==> src/rtl/circuito_emissor_requisicao_pkg.sv <==
// Shared constants for the request emitter: FSM encoding, field widths
// and the bit layout of the HH word presented to the evaluator.
package circuito_emissor_requisicao_pkg;

  localparam int ID_W   = 3;
  localparam int FUNC_W = 2;
  localparam int HH_W   = ID_W + 1;

  // HH = {ID, MODE}
  localparam int HH_ID_MSB   = 3;
  localparam int HH_ID_LSB   = 1;
  localparam int HH_MODE_BIT = 0;

  localparam logic [1:0] ST_IDLE    = 2'b00;
  localparam logic [1:0] ST_PRESENT = 2'b01;
  localparam logic [1:0] ST_HOLD    = 2'b10;
  localparam logic [1:0] ST_LOCKOUT = 2'b11;

endpackage

==> src/rtl/circuito_emissor_requisicao_sincronizador_borda.sv <==
// 2-FF synchroniser for an asynchronous level followed by a registered
// rising-edge detector; a held level yields exactly one pulse.
module sincronizador_borda (
  input  logic clk_i,
  input  logic rst_n_i,
  input  logic d_i,
  output logic pulse_o
);

  logic meta_q;
  logic sync_q;
  logic prev_q;
  logic pulse_q;

  always_ff @(posedge clk_i or negedge rst_n_i) begin
    if (!rst_n_i) begin
      meta_q  <= 1'b0;
      sync_q  <= 1'b0;
      prev_q  <= 1'b0;
      pulse_q <= 1'b0;
    end else begin
      meta_q  <= d_i;
      sync_q  <= meta_q;
      prev_q  <= sync_q;
      pulse_q <= sync_q & ~prev_q;
    end
  end

  assign pulse_o = pulse_q;

endmodule

==> src/rtl/circuito_emissor_requisicao.sv <==
// Request emitter: latches a credential/function on a send press, presents it
// for a fixed window, tracks consecutive denials and enforces a lockout.
module circuito_emissor_requisicao
  import circuito_emissor_requisicao_pkg::*;
#(
  parameter int HOLD_CYCLES = 50000000,
  parameter int LOCK_CYCLES = 250000000,
  parameter int MAX_FAILS   = 3,
  parameter int FAIL_W      = 2
) (
  input  logic              clk_i,
  input  logic              rst_n_i,
  input  logic [ID_W-1:0]   sw_id_i,
  input  logic              sw_mode_i,
  input  logic [FUNC_W-1:0] sw_func_i,
  input  logic              btn_send_i,
  input  logic              grant_i,
  output logic [HH_W-1:0]   hh_o,
  output logic [FUNC_W-1:0] b_o,
  output logic              req_valid_o,
  output logic              busy_o,
  output logic              locked_o,
  output logic [FAIL_W-1:0] fail_cnt_o
);

  localparam int MAX_CYCLES = (HOLD_CYCLES > LOCK_CYCLES) ? HOLD_CYCLES : LOCK_CYCLES;
  localparam int CNT_W      = $clog2(MAX_CYCLES + 1);
  localparam logic [CNT_W-1:0]  HOLD_LOAD = CNT_W'(HOLD_CYCLES - 1);
  localparam logic [CNT_W-1:0]  LOCK_LOAD = CNT_W'(LOCK_CYCLES - 1);
  localparam logic [FAIL_W-1:0] FAIL_MAX  = FAIL_W'(MAX_FAILS);

  logic              send;
  logic [1:0]        state_q,  state_d;
  logic [CNT_W-1:0]  cnt_q,    cnt_d;
  logic [HH_W-1:0]   hh_q,     hh_d;
  logic [FUNC_W-1:0] b_q,      b_d;
  logic              valid_q,  valid_d;
  logic              busy_q,   busy_d;
  logic              locked_q, locked_d;
  logic [FAIL_W-1:0] fail_q,   fail_d;

  sincronizador_borda u_send (
    .clk_i   (clk_i),
    .rst_n_i (rst_n_i),
    .d_i     (btn_send_i),
    .pulse_o (send)
  );

  always_comb begin
    state_d  = state_q;
    cnt_d    = cnt_q;
    hh_d     = hh_q;
    b_d      = b_q;
    valid_d  = valid_q;
    locked_d = locked_q;
    fail_d   = fail_q;
    case (state_q)
      ST_IDLE: begin
        if (send) begin
          hh_d[HH_ID_MSB:HH_ID_LSB] = sw_id_i;
          hh_d[HH_MODE_BIT]         = sw_mode_i;
          b_d     = sw_func_i;
          valid_d = 1'b1;
          cnt_d   = '0;
          state_d = ST_PRESENT;
        end
      end
      ST_PRESENT: begin
        // Evaluator is combinational; its answer is valid by the end of this cycle.
        if (grant_i) begin
          fail_d  = '0;
          cnt_d   = HOLD_LOAD;
          state_d = ST_HOLD;
        end else if (int'(fail_q) + 1 < MAX_FAILS) begin
          fail_d  = fail_q + 1'b1;
          cnt_d   = HOLD_LOAD;
          state_d = ST_HOLD;
        end else begin
          fail_d   = FAIL_MAX;
          hh_d     = '0;
          b_d      = '0;
          valid_d  = 1'b0;
          locked_d = 1'b1;
          cnt_d    = LOCK_LOAD;
          state_d  = ST_LOCKOUT;
        end
      end
      ST_HOLD: begin
        if (cnt_q == '0) begin
          hh_d    = '0;
          b_d     = '0;
          valid_d = 1'b0;
          state_d = ST_IDLE;
        end else begin
          cnt_d = cnt_q - 1'b1;
        end
      end
      ST_LOCKOUT: begin
        if (cnt_q == '0) begin
          fail_d   = '0;
          locked_d = 1'b0;
          state_d  = ST_IDLE;
        end else begin
          cnt_d = cnt_q - 1'b1;
        end
      end
      default: state_d = ST_IDLE;
    endcase
    busy_d = (state_d != ST_IDLE);
  end

  always_ff @(posedge clk_i or negedge rst_n_i) begin
    if (!rst_n_i) begin
      state_q  <= ST_IDLE;
      cnt_q    <= '0;
      hh_q     <= '0;
      b_q      <= '0;
      valid_q  <= 1'b0;
      busy_q   <= 1'b0;
      locked_q <= 1'b0;
      fail_q   <= '0;
    end else begin
      state_q  <= state_d;
      cnt_q    <= cnt_d;
      hh_q     <= hh_d;
      b_q      <= b_d;
      valid_q  <= valid_d;
      busy_q   <= busy_d;
      locked_q <= locked_d;
      fail_q   <= fail_d;
    end
  end

  assign hh_o        = hh_q;
  assign b_o         = b_q;
  assign req_valid_o = valid_q;
  assign busy_o      = busy_q;
  assign locked_o    = locked_q;
  assign fail_cnt_o  = fail_q;

endmodule

==> config.mk <==
export PLATFORM = sky130hd
export DESIGN_NAME = circuito_emissor_requisicao
export DESIGN_NICKNAME = d
export VERILOG_FILES = /design/src/rtl/circuito_emissor_requisicao_pkg.sv /design/src/rtl/circuito_emissor_requisicao_sincronizador_borda.sv /design/src/rtl/circuito_emissor_requisicao.sv
export SDC_FILE = /design/constraint.sdc
export NUM_CORES = 1
export LEC_CHECK = 0
export BUFFER_PORTS_ARGS = -buffer_cell sky130_fd_sc_hd__buf_2
export CORE_MARGIN = 1.5
export CORE_UTILIZATION = 35
export DETAILED_ROUTE_END_ITERATION = 16
export GPL_ROUTABILITY_DRIVEN = 0
export PLACE_DENSITY = 0.6
export SLEW_MARGIN = 20
export SYNTH_ARGS = -nofsm -noshare
export SYNTH_HDL_FRONTEND = slang
export SYNTH_HIERARCHICAL = 1
export SYNTH_SLANG_ARGS = --single-unit
==> constraint.sdc <==
create_clock -name clk_i -period 4.4 [get_ports clk_i]
set_input_delay 0.88 -clock clk_i [delete_from_list [all_inputs] [get_ports clk_i]]
set_output_delay 0.88 -clock clk_i [all_outputs]
set_load 0.005 [all_outputs]
==> results of run 1 <==
==> area by class of cell <==
class | count | area (um^2)
sequential | 45 | 1130
tap | 99 | 124
multi-input combinational | 210 | 1420
fill | 741 | 4320
timing repair buffer | 21 | 110
clock buffer | 5 | 68.8
clock inverter | 3 | 65.1
inverter | 6 | 22.5
==> layer usage <==
layer	vias up	part of all wire	track usage	wire [um]
met1	1058	0.46	0.250	2860
met2	59	0.47	0.261	2900
met5	-	0	0	0
li1	1048	-	-	-
met4	0	0.0063	0.0378	39
met3	4	0.060	0.0329	367
==> critical path, delay by kind of cell, from the launching register on <==
family	cells	cell delay (ps)
simple gates	3	1170
compound gates	1	650
flops	1	410
mux	1	360
fa+ha+maj	1	190
buf+inv	1	70
==> path summary, 6_finish.rpt <==
kind	from	end	slack, ps	depth (start not counted)
hold reg to reg	u_send/meta_q	u_send/sync_q	360	0
max in group asynchronous	rst_n_i	cnt_q[24]	3430	1
min in group asynchronous	rst_n_i	cnt_q[10]	570	1
hold / removal	u_send/meta_q	u_send/sync_q	360	0
setup / recovery	cnt_q[0]	b_o[1]	1420	7
setup reg to reg	cnt_q[0]	b_o[1]	1420	7
==> power by group <==
group,total (mW),switching (mW),internal [mW]
Clock,0.372,0.146,0.226
Sequential,0.704,0.173,0.531
Combinational,0.529,0.302,0.226
==> flip-flops by register name, indices dropped and copies added, names as in the netlist, 2 cells and up <==
register,count
b_o,2
fail_cnt_o,2
state_q,2
hh_o,4
cnt_q,28
==> logic make-up (layout without fill, tap and decap cells) <==
group	Yosys count	count (layout)	synth area share
and+or+nand+nor	110	110	0.252
AOI/OAI and AO/OA	81	81	0.196
DFF	45	45	0.428
buffers and inverters	20	35	0.0343
muxes	13	13	0.0609
adders and majority gates	6	6	0.0286
==> layout by cell type, fill, tap and decap left out, types with 6 or more instances in the layout <==
cell type,count
nand2b_1,6
o31ai_1,6
a21oi_1,7
nand2_1,15
o21ai_0,34
ha_1,6
a31oi_1,10
inv_1,6
nor2_1,26
a211oi_1,6
dfrtp_1,45
nor4_1,6
nor3_1,7
mux2_4,6
buf_2,19
mux2i_1,7
nand3_1,11
nor2b_1,9
==> stage by stage <==
step	total power, mW	hold slack (ps)	util
2_1_floorplan	1.08	331	-
3_3_place_gp	1.23	339	0.385
3_5_place_dp	1.24	339	0.385
4_1_cts	1.61	364	0.403
5_1_grt	1.73	384	0.405
6_report	1.60	360	0.405
==> flow_metrics.env, run 1 <==
export IMPL_cts_root_buf="clkbuf_8"
export IMPL_yosysWarnings=6
export IMPL_ys_top_cells_by_count="dfrtp_1, o21ai_0, nor2_1"
export IMPL_routed_wl_um=6160
export IMPL_post_cts_buffers=0
export IMPL_finalSetupTns_ps=0
export IMPL_worstPathRequired_ps=4590
export IMPL_syn_area_um2=2630
export IMPL_io_buffers=20
export IMPL_antenna_found_initial=0
export IMPL_yosysTopAreaCell="dfrtp_1"
export IMPL_vias=2169
export IMPL_drtIter0Drc=165
export IMPL_synth_nets=291
export IMPL_viasPerCell=5.58
export IMPL_drc=0
export IMPL_synth_cells=275
export IMPL_period_share=0.677
export IMPL_placed_area_um2=2790
export IMPL_cp_max_fo=15
export IMPL_end_kind="flip-flop"
export IMPL_dpl_cell_count=381
export IMPL_dieHeight_um=89.7
export IMPL_p_per_area_nw_per_um2=547
export IMPL_drv_cap=0
export IMPL_syn2layout_area_growth_pct=11.6
export IMPL_final_area_um2=2930
export IMPL_fin_crit_ps=2980
export IMPL_cts_tree="done"
export IMPL_ys_ff_latch=45
export IMPL_crit_type="reg2reg"
export IMPL_slew_headroom=0.347
export IMPL_cts_path_max_buffers=2
export IMPL_grt_max_degree=46
export IMPL_yosys_cell_count_top_type="dfrtp_1"
export IMPL_wire_per_inst_um=15.8
export IMPL_ioPinCount=21
export IMPL_ys_flop_type="dfrtp_1"
export IMPL_core_um2=7250
export IMPL_status="finished clean"
export IMPL_nNetsFinal=305
export IMPL_synthTopCellsByArea="dfrtp_1, o21ai_0, nor2_1, mux2_4, ha_1"
export IMPL_ir_drop_mv=0.279
export IMPL_dp_slack_ps=1250
export IMPL_rsz0062_at_grt="no"
export IMPL_firstDrtPassIters=4
export IMPL_grt_total_usage=0.171
export IMPL_hold_buffers=0
export IMPL_ys_types=53
export IMPL_instances_no_fill=389
export IMPL_grt_pass1_wl_um=10400
export IMPL_drtAntennaViolNets=0
export IMPL_p_leak_nw=1.28
export IMPL_die_area_um2=8040
export IMPL_final_setup_viol_count=0
export IMPL_crit_arrival_ps=3170
export IMPL_fin_ws_ps=1420
export IMPL_final_layout_size_suffix_gt1_frac=0.169
export IMPL_grt_remaining_overflow=0
export IMPL_worstMarginPinSlew_ps=972
export IMPL_dp_hpwl_um=4180
export IMPL_critPathLaunchType="flip-flop"
export IMPL_syn_area_per_cell_um2=9.56
export IMPL_numClockSinks=45
export IMPL_cts_buffers_inserted=5
export IMPL_initial_core_util=0.362
export IMPL_clkTransAtPathRegs_ps=90
export IMPL_cpPeakStageDelay_ps=650
export IMPL_grt_pass1_vias=2044
export IMPL_hp_class="reg2reg"
export IMPL_fp_dieW_um=89.7
export IMPL_cp_slowest_cell="a2111o_1"
export IMPL_rows=31
export IMPL_cts_resized=0
export IMPL_hold_violations=0
export IMPL_slew_violations=0
export IMPL_insertion_delay_ps=300
export IMPL_path_cells="inv_1 -> ha_1 -> nor2b_1 -> and3_1 -> nand4_4 -> a2111o_1 -> mux2_4"
export IMPL_synth_edf_count=0
export IMPL_htree_levels=2
export IMPL_fmax_mhz=336
export IMPL_finClkSkew_ps=5.32
export IMPL_synth_seq_area_share=0.428
export IMPL_async_reset_ff_frac=1.00
export IMPL_num_antenna_cells=0
export IMPL_synth_top_area_frac=0.428
Power figures use the tool's default switching activity.
==> run 2, diff against run 1 <==
Settings changed: PLACE_DENSITY 0.6 to 0.62.
Clock period 4.4 ns to 2.53 ns, I/O delays scaled along.
==> run 2 against run 1 <==
  * Total power increased by 74%
  * Sequential share of layout area decreased by 1.8 points
  * Global-route usage increased by 0.55 points
  * Final area increased by 5.0%
  * Non-clock buffer count increased by 22
  * Clock skew about the same
  * Largest cell class unchanged
==> flow_metrics.env, run 2 (synthesized netlist as in run 1, its figures left out) <==
export IMPL_grt_max_degree=19
export IMPL_clkTransAtPathRegs_ps=90
export IMPL_critPathLaunchType="flip-flop"
export IMPL_post_cts_buffers=0
export IMPL_cts_buffers_inserted=5
export IMPL_antenna_found_initial=0
export IMPL_drtAntennaViolNets=0
export IMPL_grt_remaining_overflow=0
export IMPL_status="finished clean"
export IMPL_grt_pass1_vias=2188
export IMPL_p_int_mw=1.70
export IMPL_die_area_um2=8040
export IMPL_largest_reg_flops=28
export IMPL_final_layout_size_suffix_gt1_frac=0.228
export IMPL_worstMarginPinSlew_ps=514
export IMPL_final_util=0.425
export IMPL_cts_path_max_buffers=2
export IMPL_hp_class="in2async"
export IMPL_slew_headroom=0.657
export IMPL_final_cell_mix="dfrtp_1, o21ai_0, nor2_1"
export IMPL_p_seq_frac=0.427
export IMPL_grt_pass1_wl_um=10800
export IMPL_dieHeight_um=89.7
export IMPL_p_per_area_nw_per_um2=905
export IMPL_regToRegStartpoint="cnt_q[18]"
export IMPL_fmax_mhz=414
export IMPL_nNetsFinal=327
export IMPL_p_clk_frac=0.201
export IMPL_num_antenna_cells=0
export IMPL_swShare=0.389
export IMPL_routed_wl_um=6330
export IMPL_r2r_setup_slack_ps=110
export IMPL_slew_violations=0
export IMPL_numClockSinks=45
export IMPL_p_leak_nw=1.38
export IMPL_end_kind="flip-flop"
export IMPL_ir_drop_mv=0.402
export IMPL_final_setup_viol_count=0
export IMPL_fin_crit_ps=2420
export IMPL_htree_levels=2
export IMPL_crit_type="reg2reg"
export IMPL_rsz0062_at_grt="no"
export IMPL_p_switching_mw=1.09
export IMPL_drc=0
export IMPL_wire_per_inst_um=15.4
export IMPL_r2r_end="hh_o[1]"
export IMPL_drtIter0Drc=227
export IMPL_rows=31
export IMPL_io_buffers=20
export IMPL_hold_violations=0
export IMPL_worstPathRequired_ps=2730
export IMPL_fp_dieW_um=89.7
export IMPL_initial_core_util=0.362
export IMPL_cp_max_fo=7
export IMPL_reg2reg_depth=5
export IMPL_cts_resized=0
export IMPL_hold_buffers=0
export IMPL_vias=2294
export IMPL_period_share=0.955
export IMPL_finalSetupTns_ps=0
export IMPL_ioPinCount=21
export IMPL_finClkSkew_ps=5.72
export IMPL_combPwrFrac=0.372
export IMPL_cts_tree="done"
export IMPL_drv_cap=0
export IMPL_top_register="cnt_q"
export IMPL_insertion_delay_ps=300
export IMPL_grt_total_usage=0.176
export IMPL_syn2layout_area_growth_pct=17.2
export IMPL_firstDrtPassIters=5
export IMPL_cts_root_buf="clkbuf_8"
export IMPL_crit_arrival_ps=2620
export IMPL_viasPerCell=5.58
export IMPL_core_um2=7250
export IMPL_dp_hpwl_um=4510
export IMPL_final_common_cell="dfrtp_1"
run 2: cell count changes in the layout (fill, tap and decap cells not counted), sizes merged:
cell      previous run  this run
bufinv               2         1
clkinvlp             0         1
buf                 21        43
run 2: worst max-delay path, stage by stage (launching register included):
cell and delay (ps):
dfrtp_1 410, or4_1 630, nor2_2 170, nand4_4 130, a2111o_1 620, mux2_4 360
run 2: layer usage:
metal | track usage | wire, um | vias to the layer above
met3 | 0.0356 | 315 | 12
met5 | 0 | 0 | -
met1 | 0.251 | 3100 | 1116
met2 | 0.267 | 2790 | 64
li1 | - | - | 1102
met4 | 0.0573 | 119 | 0
run 2: how the worst max path moves through the flow:
stage | startpoint | to | slack, ps | cells past startpoint
2_1_floorplan | state_q[1] | cnt_q[4] | 160 | 8
3_3_place_gp | cnt_q[18] | hh_o[3] | 150 | 5
3_5_place_dp | cnt_q[12] | hh_o[2] | 120 | 5
4_1_cts | cnt_q[18] | hh_o[1] | 100 | 5
5_1_grt | cnt_q[18] | hh_o[1] | 30 | 5
6_report | cnt_q[18] | hh_o[1] | 110 | 5
run 2: area by class of cell:
| cell class | count | area [um^2] |
|---|---|---|
| Multi-Input combinational cell | 210 | 1420 |
| Sequential cell | 45 | 1130 |
| Tap cell | 99 | 124 |
| Inverter | 6 | 22.5 |
| Clock buffer | 5 | 68.8 |
| Fill cell | 725 | 4170 |
| Timing Repair Buffer | 43 | 273 |
| Clock inverter | 3 | 46.3 |
run 2: power by group through the flow:
stage	sequential (mW)	combinational, mW	clock, mW
after floorplan	1.16	0.724	0
after global placement	1.19	1.01	0
after detailed placement	1.20	1.03	0
after CTS	1.19	1.04	0.570
after global routing	1.23	1.16	0.610
final	1.19	1.04	0.562
run 2: through the flow:
| stage | power (mW) | setup slack [ps] | instance area [um^2] | instances | hold slack [ps] |
|---|---|---|---|---|---|
| CTS | 2.80 | 99.2 | 3070 | 411 | 126 |
| global placement | 2.21 | 145 | 2960 | 403 | 342 |
| finish | 2.79 | 113 | 3080 | 411 | 105 |
| global route | 3.00 | 25.8 | 3080 | 411 | 130 |
| detailed placement | 2.23 | 125 | 2960 | 403 | 338 |
| floorplan | 1.89 | 158 | 2630 | 275 | 210 |
==> run 3, diff against run 2 <==
Settings changed: RECOVER_POWER set to 50.
==> run 3 against run 2 <==
  * Die area unchanged
  * Routed wire length increased by 0.16%
  * Total power about the same
  * Core utilization decreased by 0.19 points
  * Fmax about the same
  * Combinational power about the same
  * Clock power about the same
  * Final cell count unchanged
  * Sequential power about the same
  * First-iteration DRC count decreased by 0.88%
  * Flip-flop and latch count unchanged
  * Critical endpoint unchanged
  * Largest power group unchanged
==> flow_metrics.env, run 3 (synthesized netlist as in run 1, its figures left out) <==
export IMPL_insertion_delay_ps=300
export IMPL_io_buffers=20
export IMPL_drtAntennaViolNets=0
export IMPL_dieHeight_um=89.7
export IMPL_placed_area_um2=2960
export IMPL_rsz0062_at_grt="no"
export IMPL_fmax_mhz=414
export IMPL_finClkSkew_ps=6.21
export IMPL_die_area_um2=8040
export IMPL_crit_arrival_ps=2610
export IMPL_routed_wl_um=6340
export IMPL_hp_class="in2async"
export IMPL_path_cells="or4_1 -> nor2_2 -> nand4_4 -> a2111o_1 -> mux2_4"
export IMPL_grt_pass1_wl_um=10800
export IMPL_worstMarginPinSlew_ps=894
export IMPL_hold_buffers=0
export IMPL_syn2layout_area_growth_pct=16.7
export IMPL_crit_type="reg2reg"
export IMPL_core_um2=7250
export IMPL_post_cts_buffers=0
export IMPL_hold_violations=0
export IMPL_worstPathRequired_ps=2730
export IMPL_rows=31
export IMPL_dr_max_layer_used="met4"
export IMPL_cts_buffers_inserted=5
export IMPL_final_setup_viol_count=0
export IMPL_largest_reg_flops=28
export IMPL_cp_max_fo=7
export IMPL_startpoint="cnt_q[18]"
export IMPL_cts_root_buf="clkbuf_8"
export IMPL_period_share=0.955
export IMPL_drv_cap=0
export IMPL_slew_violations=0
export IMPL_fin_crit_ps=2420
export IMPL_met1_length_um=3150
export IMPL_status="finished clean"
export IMPL_fp_dieW_um=89.7
export IMPL_critPathBufInv=0
export IMPL_grt_pass1_vias=2188
export IMPL_grt_max_degree=19
export IMPL_drtIter0Drc=225
export IMPL_p_seq_frac=0.428
export IMPL_initial_core_util=0.362
export IMPL_swShare=0.390
export IMPL_regToRegStartpoint="cnt_q[18]"
export IMPL_dr_wl_met3_um=295
export IMPL_final_common_cell="dfrtp_1"
export IMPL_finalSetupTns_ps=0
export IMPL_firstDrtPassIters=4
export IMPL_final_layout_size_suffix_gt1_frac=0.218
export IMPL_wire_per_inst_um=15.4
export IMPL_crit_family="simple AND/OR/NAND/NOR gates"
export IMPL_ioPinCount=21
export IMPL_combPwrFrac=0.371
export IMPL_dp_hpwl_um=4510
export IMPL_num_antenna_cells=0
export IMPL_ir_drop_mv=0.393
export IMPL_p_per_area_nw_per_um2=908
export IMPL_cp_slowest_cell="or4_1"
export IMPL_slew_headroom=0.404
export IMPL_cts_path_max_buffers=2
export IMPL_viasPerCell=5.57
export IMPL_grt_remaining_overflow=0
export IMPL_p_switching_mw=1.09
export IMPL_final_cell_mix="dfrtp_1, o21ai_0, nor2_1"
export IMPL_p_int_mw=1.70
export IMPL_critPathLaunchType="flip-flop"
export IMPL_clkTransAtPathRegs_ps=90
export IMPL_numClockSinks=45
export IMPL_htree_levels=2
export IMPL_top_register="cnt_q"
export IMPL_antenna_found_initial=0
export IMPL_p_leak_nw=1.37
export IMPL_grt_total_usage=0.176
export IMPL_p_clk_frac=0.201
export IMPL_end_kind="flip-flop"
export IMPL_final_area_um2=3070
export IMPL_vias=2288
export IMPL_cts_tree="done"
export IMPL_nNetsFinal=327
export IMPL_cpPeakStageDelay_ps=630
export IMPL_wl_met2_um=2770
export IMPL_drc=0
run 3: per-layer routing:
metal,track usage,up-vias
met5,0,-
li1,-,1102
met2,0.267,63
met3,0.0356,12
met4,0.0573,0
met1,0.251,1111
run 3: worst register-to-register path, cell delays in order (launching register included):
cell and delay [ps]:
dfrtp_1 410, or4_1 630, nor2_2 170, nand4_4 130, a2111o_1 620, mux2_4 360
run 3: cell type report:
class	count	area, um^2
Clock buffer	5	68.8
Clock inverter	3	46.3
Fill cell	729	4190
Inverter	6	22.5
Multi-Input combinational cell	210	1420
Sequential cell	45	1130
Tap cell	99	124
Timing Repair Buffer	43	264
run 3: per-stage QoR:
step	worst slack (ps)	power, mW	utilization	cells	hold slack, ps
6_report	114	2.79	0.423	411	293
4_1_cts	99.2	2.80	0.424	411	126
3_3_place_gp	145	2.21	0.408	403	342
5_1_grt	25.8	3.00	0.423	411	284
3_5_place_dp	125	2.23	0.408	403	338
2_1_floorplan	158	1.89	-	275	210
run 3: timing repair:
item	4_1_cts	5_1_grt
resized for setup	0	1
endpoints found under the setup margin	0	1
hold endpoints to repair	0	0
run 3: final timing paths:
path                       slack [ps]            end  cells past startpoint
hold reg to reg                   360  u_send/sync_q                      0
max in group asynchronous         950  u_send/prev_q                      2
min in group clk_i                300  u_send/meta_q                      1
setup / recovery                  110        hh_o[1]                      5
setup reg to reg                  110        hh_o[1]                      5
hold / removal                    290      cnt_q[24]                      1
run 3: power groups by stage:
stage | sequential, mW | clock, mW | combinational [mW]
3_3_place_gp | 1.19 | 0 | 1.01
3_5_place_dp | 1.20 | 0 | 1.03
4_1_cts | 1.19 | 0.570 | 1.04
5_1_grt | 1.23 | 0.610 | 1.16
6_report | 1.19 | 0.561 | 1.03
2_1_floorplan | 1.16 | 0 | 0.724
